### src/rtl/wordboard_rx_if.sv
// Bus bundle for the wordboard serial receiver: line input, character and word
// outputs, and the word buffer read port. The receiver uses master; the consumer uses slave.
interface wordboard_rx_if;
   logic       rx;
   logic       char_valid;
   logic [7:0] char_data;
   logic       frame_err;
   logic       word_done;
   logic [5:0] word_len;
   logic       busy;
   logic [5:0] rd_addr;
   logic [7:0] rd_data;

   modport master (
      input  rx,
      input  rd_addr,
      output char_valid,
      output char_data,
      output frame_err,
      output word_done,
      output word_len,
      output busy,
      output rd_data
   );

   modport slave (
      output rx,
      output rd_addr,
      input  char_valid,
      input  char_data,
      input  frame_err,
      input  word_done,
      input  word_len,
      input  busy,
      input  rd_data
   );
endinterface

### src/rtl/wordboard_rx.sv
// 8N1 receiver for the wordboard link that gathers characters into a word buffer.
// Define WBRX_TERM_EN to close words on TERM_CHAR, which is then not stored.
module wordboard_rx #(
   parameter int         CLKS_PER_BIT = 10417,
   parameter int         MAX_LEN      = 36,
   parameter int         IDLE_CLKS    = 312420,
   parameter logic [7:0] TERM_CHAR    = 8'h0D
) (
   input logic             sysclk,
   input logic             rst_n,
   wordboard_rx_if.master  bus
);

   localparam int CNT_W = (CLKS_PER_BIT > 2) ? $clog2(CLKS_PER_BIT) : 1;
   localparam int TMR_W = (IDLE_CLKS > 2) ? $clog2(IDLE_CLKS) : 1;
   localparam int AW    = (MAX_LEN > 2) ? $clog2(MAX_LEN) : 1;

`ifdef WBRX_TERM_EN
   localparam bit TERM_EN = 1'b1;
`else
   localparam bit TERM_EN = 1'b0;
`endif

   typedef enum logic [2:0] {
      S_IDLE,
      S_START,
      S_DATA,
      S_STOP,
      S_BREAK
   } state_t;

   state_t           state;
   state_t           state_next;

   logic             rx_meta;
   logic             rx_s;
   logic [CNT_W-1:0] cnt;
   logic [2:0]       bit_idx;
   logic [7:0]       shreg;
   logic [5:0]       wptr;
   logic [TMR_W-1:0] idle_cnt;
   logic [7:0]       buffer [MAX_LEN];

   logic             half_tick;
   logic             full_tick;
   logic             busy_c;
   logic             shift_en;
   logic             good_char;
   logic             bad_stop;
   logic             is_term;
   logic             store;
   logic             full_close;
   logic             term_close;
   logic             timeout;

   // The line is asynchronous; nothing downstream looks at rx directly.
   always_ff @(posedge sysclk or negedge rst_n) begin
      if (!rst_n) begin
         rx_meta <= 1'b1;
         rx_s    <= 1'b1;
      end else begin
         rx_meta <= bus.rx;
         rx_s    <= rx_meta;
      end
   end

   assign half_tick = (cnt == CNT_W'(CLKS_PER_BIT / 2 - 1));
   assign full_tick = (cnt == CNT_W'(CLKS_PER_BIT - 1));

   always_ff @(posedge sysclk or negedge rst_n) begin
      if (!rst_n) begin
         state <= S_IDLE;
      end else begin
         state <= state_next;
      end
   end

   always_comb begin
      state_next = state;
      unique case (state)
         S_IDLE: begin
            if (!rx_s) state_next = S_START;
         end
         S_START: begin
            if (half_tick) state_next = rx_s ? S_IDLE : S_DATA;
         end
         S_DATA: begin
            if (full_tick && bit_idx == 3'd7) state_next = S_STOP;
         end
         S_STOP: begin
            if (full_tick) state_next = rx_s ? S_IDLE : S_BREAK;
         end
         S_BREAK: begin
            if (rx_s) state_next = S_IDLE;
         end
         default: state_next = S_IDLE;
      endcase
   end

   always_comb begin
      busy_c    = 1'b0;
      shift_en  = 1'b0;
      good_char = 1'b0;
      bad_stop  = 1'b0;
      unique case (state)
         S_START: busy_c = 1'b1;
         S_DATA: begin
            busy_c   = 1'b1;
            shift_en = full_tick;
         end
         S_STOP: begin
            busy_c    = 1'b1;
            good_char = full_tick && rx_s;
            bad_stop  = full_tick && !rx_s;
         end
         default: begin
            busy_c = 1'b0;
         end
      endcase
   end

   assign bus.busy = busy_c;

   // The bit counter restarts on every state change and after each full bit.
   always_ff @(posedge sysclk or negedge rst_n) begin
      if (!rst_n) begin
         cnt     <= '0;
         bit_idx <= 3'd0;
         shreg   <= 8'h00;
      end else begin
         if (state_next != state || state == S_IDLE || state == S_BREAK || full_tick) begin
            cnt <= '0;
         end else begin
            cnt <= cnt + 1'b1;
         end
         if (state != S_DATA) begin
            bit_idx <= 3'd0;
         end else if (full_tick) begin
            bit_idx <= bit_idx + 3'd1;
         end
         if (shift_en) begin
            shreg <= {rx_s, shreg[7:1]};
         end
      end
   end

   assign is_term    = TERM_EN && (shreg == TERM_CHAR);
   assign store      = good_char && !is_term;
   assign full_close = store && (wptr == 6'(MAX_LEN - 1));
   assign term_close = good_char && is_term && (wptr != 6'd0);
   assign timeout    = (state == S_IDLE) && (wptr != 6'd0) &&
                       (idle_cnt == TMR_W'(IDLE_CLKS - 1));

   // A full buffer wins over the other closes, so a word is reported only once.
   always_ff @(posedge sysclk or negedge rst_n) begin
      if (!rst_n) begin
         bus.char_valid <= 1'b0;
         bus.char_data  <= 8'h00;
         bus.frame_err  <= 1'b0;
         bus.word_done  <= 1'b0;
         bus.word_len   <= 6'd0;
         wptr           <= 6'd0;
      end else begin
         bus.char_valid <= good_char;
         bus.frame_err  <= bad_stop;
         bus.word_done  <= full_close || term_close || timeout;
         if (good_char) begin
            bus.char_data <= shreg;
         end
         if (full_close) begin
            bus.word_len <= 6'(MAX_LEN);
            wptr         <= 6'd0;
         end else if (store) begin
            wptr <= wptr + 6'd1;
         end else if (term_close || timeout) begin
            bus.word_len <= wptr;
            wptr         <= 6'd0;
         end
      end
   end

   always_ff @(posedge sysclk or negedge rst_n) begin
      if (!rst_n) begin
         idle_cnt <= '0;
      end else if (good_char || bad_stop || state != S_IDLE || timeout) begin
         idle_cnt <= '0;
      end else if (wptr != 6'd0) begin
         idle_cnt <= idle_cnt + 1'b1;
      end
   end

   // Plain memory, not reset; a same-address read during a write sees old data.
   always_ff @(posedge sysclk) begin
      if (store) begin
         buffer[wptr[AW-1:0]] <= shreg;
      end
   end

   always_ff @(posedge sysclk or negedge rst_n) begin
      if (!rst_n) begin
         bus.rd_data <= 8'h00;
      end else if (bus.rd_addr < 6'(MAX_LEN)) begin
         bus.rd_data <= buffer[bus.rd_addr[AW-1:0]];
      end else begin
         bus.rd_data <= 8'h00;
      end
   end

endmodule

### src/flat_wrapper.sv
// flat-port wrapper written by rule: the top's interface ports become plain ports
module wordboard_rx_flat 
#(
   parameter int         CLKS_PER_BIT = 10417,
   parameter int         MAX_LEN      = 36,
   parameter int         IDLE_CLKS    = 312420,
   parameter logic [7:0] TERM_CHAR    = 8'h0D
)
  (sysclk, rst_n, bus_rx, bus_rd_addr, bus_char_valid, bus_char_data, bus_frame_err, bus_word_done, bus_word_len, bus_busy, bus_rd_data);
  wordboard_rx_if bus_i ();
  input logic sysclk;
  input logic rst_n;
  input wire logic [$bits(bus_i.rx)-1:0] bus_rx;
  input wire logic [$bits(bus_i.rd_addr)-1:0] bus_rd_addr;
  output wire logic [$bits(bus_i.char_valid)-1:0] bus_char_valid;
  output wire logic [$bits(bus_i.char_data)-1:0] bus_char_data;
  output wire logic [$bits(bus_i.frame_err)-1:0] bus_frame_err;
  output wire logic [$bits(bus_i.word_done)-1:0] bus_word_done;
  output wire logic [$bits(bus_i.word_len)-1:0] bus_word_len;
  output wire logic [$bits(bus_i.busy)-1:0] bus_busy;
  output wire logic [$bits(bus_i.rd_data)-1:0] bus_rd_data;
  assign bus_i.rx = bus_rx;
  assign bus_i.rd_addr = bus_rd_addr;
  assign bus_char_valid = bus_i.char_valid;
  assign bus_char_data = bus_i.char_data;
  assign bus_frame_err = bus_i.frame_err;
  assign bus_word_done = bus_i.word_done;
  assign bus_word_len = bus_i.word_len;
  assign bus_busy = bus_i.busy;
  assign bus_rd_data = bus_i.rd_data;
  wordboard_rx #(.CLKS_PER_BIT(CLKS_PER_BIT), .MAX_LEN(MAX_LEN), .IDLE_CLKS(IDLE_CLKS), .TERM_CHAR(TERM_CHAR)) u_core (.sysclk(sysclk), .rst_n(rst_n), .bus(bus_i));
endmodule
### config.mk
export PLATFORM = sky130hd
export DESIGN_NAME = wordboard_rx_flat
export DESIGN_NICKNAME = d
export VERILOG_FILES = /design/src/rtl/wordboard_rx_if.sv /design/src/rtl/wordboard_rx.sv /design/src/flat_wrapper.sv
export SDC_FILE = /design/constraint.sdc
export NUM_CORES = 1
export LEC_CHECK = 0
export ABC_AREA = 1
export CORE_ASPECT_RATIO = 0.75
export CORE_UTILIZATION = 62
export CTS_CLUSTER_SIZE = 14
export DETAILED_ROUTE_END_ITERATION = 16
export PLACE_DENSITY = 0.84
export SLEW_MARGIN = 20
export SYNTH_ARGS = -nofsm -noshare
export SYNTH_HDL_FRONTEND = slang
export SYNTH_SLANG_ARGS = --single-unit
### constraint.sdc
create_clock -name sysclk -period 2.6 [get_ports sysclk]
set_clock_uncertainty 0.15 [all_clocks]
set_input_delay 0.78 -clock sysclk [delete_from_list [all_inputs] [get_ports sysclk]]
set_output_delay 0.78 -clock sysclk [all_outputs]
set_load 0.005 [all_outputs]
# Word level (Yosys, flattened, before mapping)
# Memory sizes are Yosys's and may differ from the RTL's.
# Cells that the tools add are included.
[op_classes]
muxes = 26
eq_ne = 12
reduce_logical = 23
n_addsub = 4
order_cmp = 1
[ops]
columns = ["op", "count"]
rows = [
  ["two-way mux 19 bit", 2],
  ["two-way mux 6 bit", 6],
  ["two-way mux 3 bit", 8],
  ["adder 19 x 1 -> 19 bit (second input constant)", 1],
  ["equality test 19 bit (second input constant)", 1],
  ["one-hot mux 3 bit (5 select lines)", 1],
  ["adder 14 x 1 -> 14 bit (second input constant)", 1],
  ["equality test 14 x 13 -> 1 bit (second input constant)", 1],
  ["equality test 14 bit (second input constant)", 1],
  ["two-way mux 14 bit", 1],
  ["two-way mux 8 bit", 1],
  ["logical OR 1 bit", 7],
  ["adder 6 x 1 -> 6 bit (second input constant)", 1],
  ["equality test 3 x 2 -> 1 bit (second input constant)", 2],
  ["equality test 3 bit (second input constant)", 2],
  ["equality test 6 bit (second input constant)", 1],
  ["logical AND 1 bit", 6],
  ["< comparator 6 bit (second input constant)", 1],
  ["two-way mux 1 bit", 6],
  ["nonzero test 2 bit", 3],
  ["nonzero test 3 bit", 2],
  ["nonzero test 6 bit", 1],
  ["adder 3 x 1 -> 3 bit (second input constant)", 1],
  ["equality test 3 x 1 -> 1 bit (second input constant)", 1],
  ["8 further kinds", 8],
]
[word_totals]
n_memories = 1
ram_bits = 288
elab_cells = 81
reg_bits = 80
output_inout_bits = 26
input_bits = 9
[memory_table]
columns = ["name", "words", "word_bits", "rd", "rd_clocked_by_memory_dff", "wr", "line_no", "source"]
rows = [
  ["u_core.buffer", 36, 8, 1, 0, 1, "wordboard_rx.sv:42", "logic [7:0] buffer [MAX_LEN];"],
]

# Longest topological paths before layout
[depth]
ltp_word = 9
mapped_depth = 13
ltp_nobuf = 12

# Worst setup path before layout
# OpenSTA, ideal clock, no wires.
[synth_timing]
path_type = "register to register"
startpoint = "register u_core.cnt[0]"
endpoint = "memory u_core.buffer[16][0] (enable)"
path_buffers = 0
arrival_time_ps = 1790
slack_ps = 290
path_stages_with_launch = 11
t_required_ps = 2080
period_less_slack_ps = 2310
setup_ps = 370
cell_sequence = "dfrtp_1 > inv_1 > ha_1 > nand2_1 > nor2_2 > nand2_2 > nor3_4 > nand2_4 > nor2_8 > nand3_2 > nor2_1"
[synth_via]
elab_chain_len = 5
[synth_rtl]
columns = ["element", "line_no", "source"]
rows = [
  ["start, declared", "wordboard_rx.sv:37", "logic [CNT_W-1:0] cnt;"],
  ["start signal, assigned", "wordboard_rx.sv:134", "cnt <= cnt + 1'b1;"],
  ["equality test 14 bit", "wordboard_rx.sv:68", "assign full_tick = (cnt == CNT_W'(CLKS_PER_BIT - 1));"],
  ["logical AND 1 bit", "wordboard_rx.sv:113", "good_char = full_tick && rx_s;"],
  ["two-way mux 1 bit", "wordboard_rx.sv:105", "unique case (state)"],
  ["two-way mux 1 bit", "wordboard_rx.sv:194", "if (store) begin"],
  ["two-way mux 1 bit (implied by the code)", "wordboard_rx.sv:195", "buffer[wptr[AW-1:0]] <= shreg;"],
  ["end, declared", "wordboard_rx.sv:42", ""],
]
# Every way passes these cells.

# Final worst setup path
[layout_timing]
startpoint = "register u_core.state[2]"
endpoint = "output port bus_busy"
[layout_via]
elab_chain_len = 3
word_cells_on_any_way = 5
classes_between = "eq/ne: 3; mux: 1; reduce/logical: 1"
[layout_rtl]
columns = ["element", "line_no", "source"]
rows = [
  ["start, declared", "wordboard_rx.sv:32", "state_t state;"],
  ["start signal, assigned", "wordboard_rx.sv:74", "state <= state_next;"],
  ["equality test 3 x 1 -> 1 bit / equality test 3 x 2 -> 1 bit (equally long branches)", "wordboard_rx.sv:105", ""],
  ["OR reduction 3 bit (no source line) (*)", "n/a", ""],
  ["two-way mux 1 bit (*)", "wordboard_rx.sv:105", ""],
  ["end, declared", "flat_wrapper.sv:20", "output wire logic [$bits(bus_i.busy)-1:0] bus_busy;"],
]
# Every way passes the cells marked *; elsewhere a longest branch is shown, timed or not.

==> reports/results.txt <==
Via density: 5.85
Switch Pwr: 0.00246 W
outcome: finished clean
H-tree Lvls: 2
max cap viols: 0
GRT overflow: 0
initial antenna violation count: 0
mapped cell area: 15900 um2
cell taking the most area after synthesis: edfxtp_1
drt total wl: 39400 um
number of library cell types mapped by synthesis: 40
crit end category: output port
placed cell areas: 17000 um2
I/O pin count: 35
clock-pin transition on the worst setup and hold timing paths: 0.06 ns
VDD IR max: 0.577 mV
Req. time, crit path: 1.67 ns
Fillers: 1668
Comb pwr share: 4.5%
Yosys reg bits: 368
vias in the first global route: 11100
Clock Latency Late Sink: 0.51 ns
Pleak: 7.26 nW
worst min path class: in -> async
Final Cell Area: 18100 um2
most used flip-flop cell after synthesis: edfxtp_1
die height: 141 um
CTS Buffer Depth: 3
gp weighted congestion: 0.896
Clock power frac: 41.7%
setup violators final: 0
Arr. time, crit path: 1.61 ns
core area: 25100 um2
Max-slew headroom: 45.1%
CTS Hold Bufs: 0
Die Width: 187 um
Flop pwr share: 53.8%
cts bufs inserted: 35
P_int: 0.00924 W
CTS Root Cell: clkbuf_16
Synthesized Nets: 1569
CTS tree: yes
pin count of the biggest net entering global routing: 83
first-pass GRT wire length: 61000 um
Final #Nets: 1653
Post-Synthesis Cells: 1553
share of cells above drive strength 1: 9.63%
Reg2Reg Setup Slack: 0.09 ns
Post-route DRC: 0
Sw Share: 21.0%
WS Path Type: reg -> out
max-slew violations: 0
dpl hpwl: 24200 um
top area cells in the synthesized netlist: edfxtp_1 54%, dfrtp_1 12%, nand2_1 11%
Die ar.: 26300 um2
via count: 11700
share of the synthesized area in the top cell type: 54.3%
Synth Warn #: 0
final worst path period share: 97.7%
number of enable flip-flop cells after synthesis: 288
Final Hold Vio Count: 0
power density cells: 645 nW/um2
Area Overhead vs Synth: 13.9%
Initial DRC Count: 1745
setup TNS: 0 ns
kind of start point of the critical path: flop
most frequent cell after synthesis: nand2_1
standard-cell rows: 50
drt pass-1 iters: 7
FFs w/ async S/R, synth: 21.7%
RSZ-0062 raised after global routing: true
Antenna Cells: 0
Seq/Total Area, Yosys: 66.9%
Avg WL per Cell: 19.7 um
Max Clk Rate: 394 MHz
gr usage total: 30.3%
CTS sink cnt: 368
crit-path max FO: 5
leading cell types by count after synthesis: 458 x nand2_1, 288 x edfxtp_1, 175 x nor2_1
Worst-Margin Slew: 0.824 ns
antenna-violating nets left: 0
Syn Area/Cell: 10.3 um2
I/O Buffers: 34
Tmin final: 2.54 ns
Starting Density: 63.5%
[per-layer routing]
metal / GRT usage, % / share of wire (%)
met1: 43.5 / 40
met4: 8.46 / 1.9
met3: 4.93 / 9.8
met5: 0 / 0
met2: 48.5 / 48
[repair_timing]
| item | in CTS | in global routing |
|---|---|---|
| endpoints found under the setup margin | 1 | 120 |
| setup buffers | 2 | 0 |
| gates resized for setup | 0 | 6 |
[area by class of cell]
| type | count | area (um2) | share of cell area [%] |
|---|---|---|---|
| Timing Repair Buffer | 109 | 993 | 5.47 |
| Clock inverter | 16 | 151 | 0.834 |
| Sequential cell | 368 | 10700 | 58.7 |
| Tap cell | 338 | 423 | 2.33 |
| Multi-Input combinational cell | 987 | 4500 | 24.8 |
| Inverter | 136 | 512 | 2.82 |
| Clock buffer | 45 | 913 | 5.03 |
[worst paths after layout]
path,from,endpoint,cells after the start
worst max-delay path,u_core.state[2],bus_busy,2
worst min-delay path,rst_n,u_core.cnt[8],1
worst max register to register,u_core.cnt[0],u_core.buffer[32][0],11
worst min register to register,u_core.rx_meta,u_core.rx_s,0
max in group asynchronous,rst_n,u_core.idle_cnt[7],2
min in group sysclk,u_core.rx_meta,u_core.rx_s,0
[power groups by stage]
stage	logic [W]	registers, W	clock network, W
2_1_floorplan	0.000304	0.00642	0
3_3_place_gp	0.000501	0.00642	0
3_5_place_dp	0.000513	0.00642	0
4_1_cts	0.000518	0.00630	0.00491
5_1_grt	0.000576	0.00629	0.00513
6_report	0.000525	0.00630	0.00488
[cells in the final DEF, fill, tap and decap left out, drive strengths merged, types with 31 or more instances in the layout]
cell type      instances
inv                  136
edfxtp               288
dfrtp                 78
a21oi                 33
nand2                462
clkdlybuf4s50         31
buf                   78
nand3                165
nor2                 184
clkbuf                45
o21ai                 60
[worst max-delay path, cell delays in order (launching register included)]
cell             delay, ns
dfrtp_1               0.44
nor2_2                0.15
clkdlybuf4s50_1       0.51
[state kept, by name (all words and copies together), names as in the netlist, 6 cells and up]
name,count
u_core.idle_cnt,19
u_core.cnt,14
u_core.bus.char_data,8
u_core.bus.word_len,6
u_core.wptr,6
u_core.bus.rd_data,8
u_core.shreg,8
u_core.buffer,288
[stage by stage]
stage | hold slack (ns) | total power (W) | std cells | setup WS, ns | utilization [%]
after detailed placement | 0.205 | 0.00693 | 1936 | 0.0782 | 67.9
final | 0.0128 | 0.0117 | 1999 | 0.0606 | 72.3
after floorplan | 0.195 | 0.00672 | 1553 | 0.290 | -
after CTS | 0.0176 | 0.0117 | 1999 | 0.0115 | 72.2
after global placement | 0.197 | 0.00692 | 1936 | 0.100 | 67.9
after global routing | 0.0334 | 0.0120 | 1999 | 0.000995 | 72.3
[kinds of logic (layout without fill, tap and decap cells)]
kind of cell             after synthesis  count (layout)  synth area share (%)
AO/OA/AOI/OAI                        110             110                  3.72
XOR/XNOR                              19              19                  1.04
adder cells (fa/ha/maj)                7               7                 0.550
buffers and inverters                198             306                  5.08
flip-flops                           368             368                  66.9
multiplexers                           1               1                0.0628
AND/OR/NAND/NOR                      850             850                  22.7
Note: power is estimated with default switching activity, not from simulation.
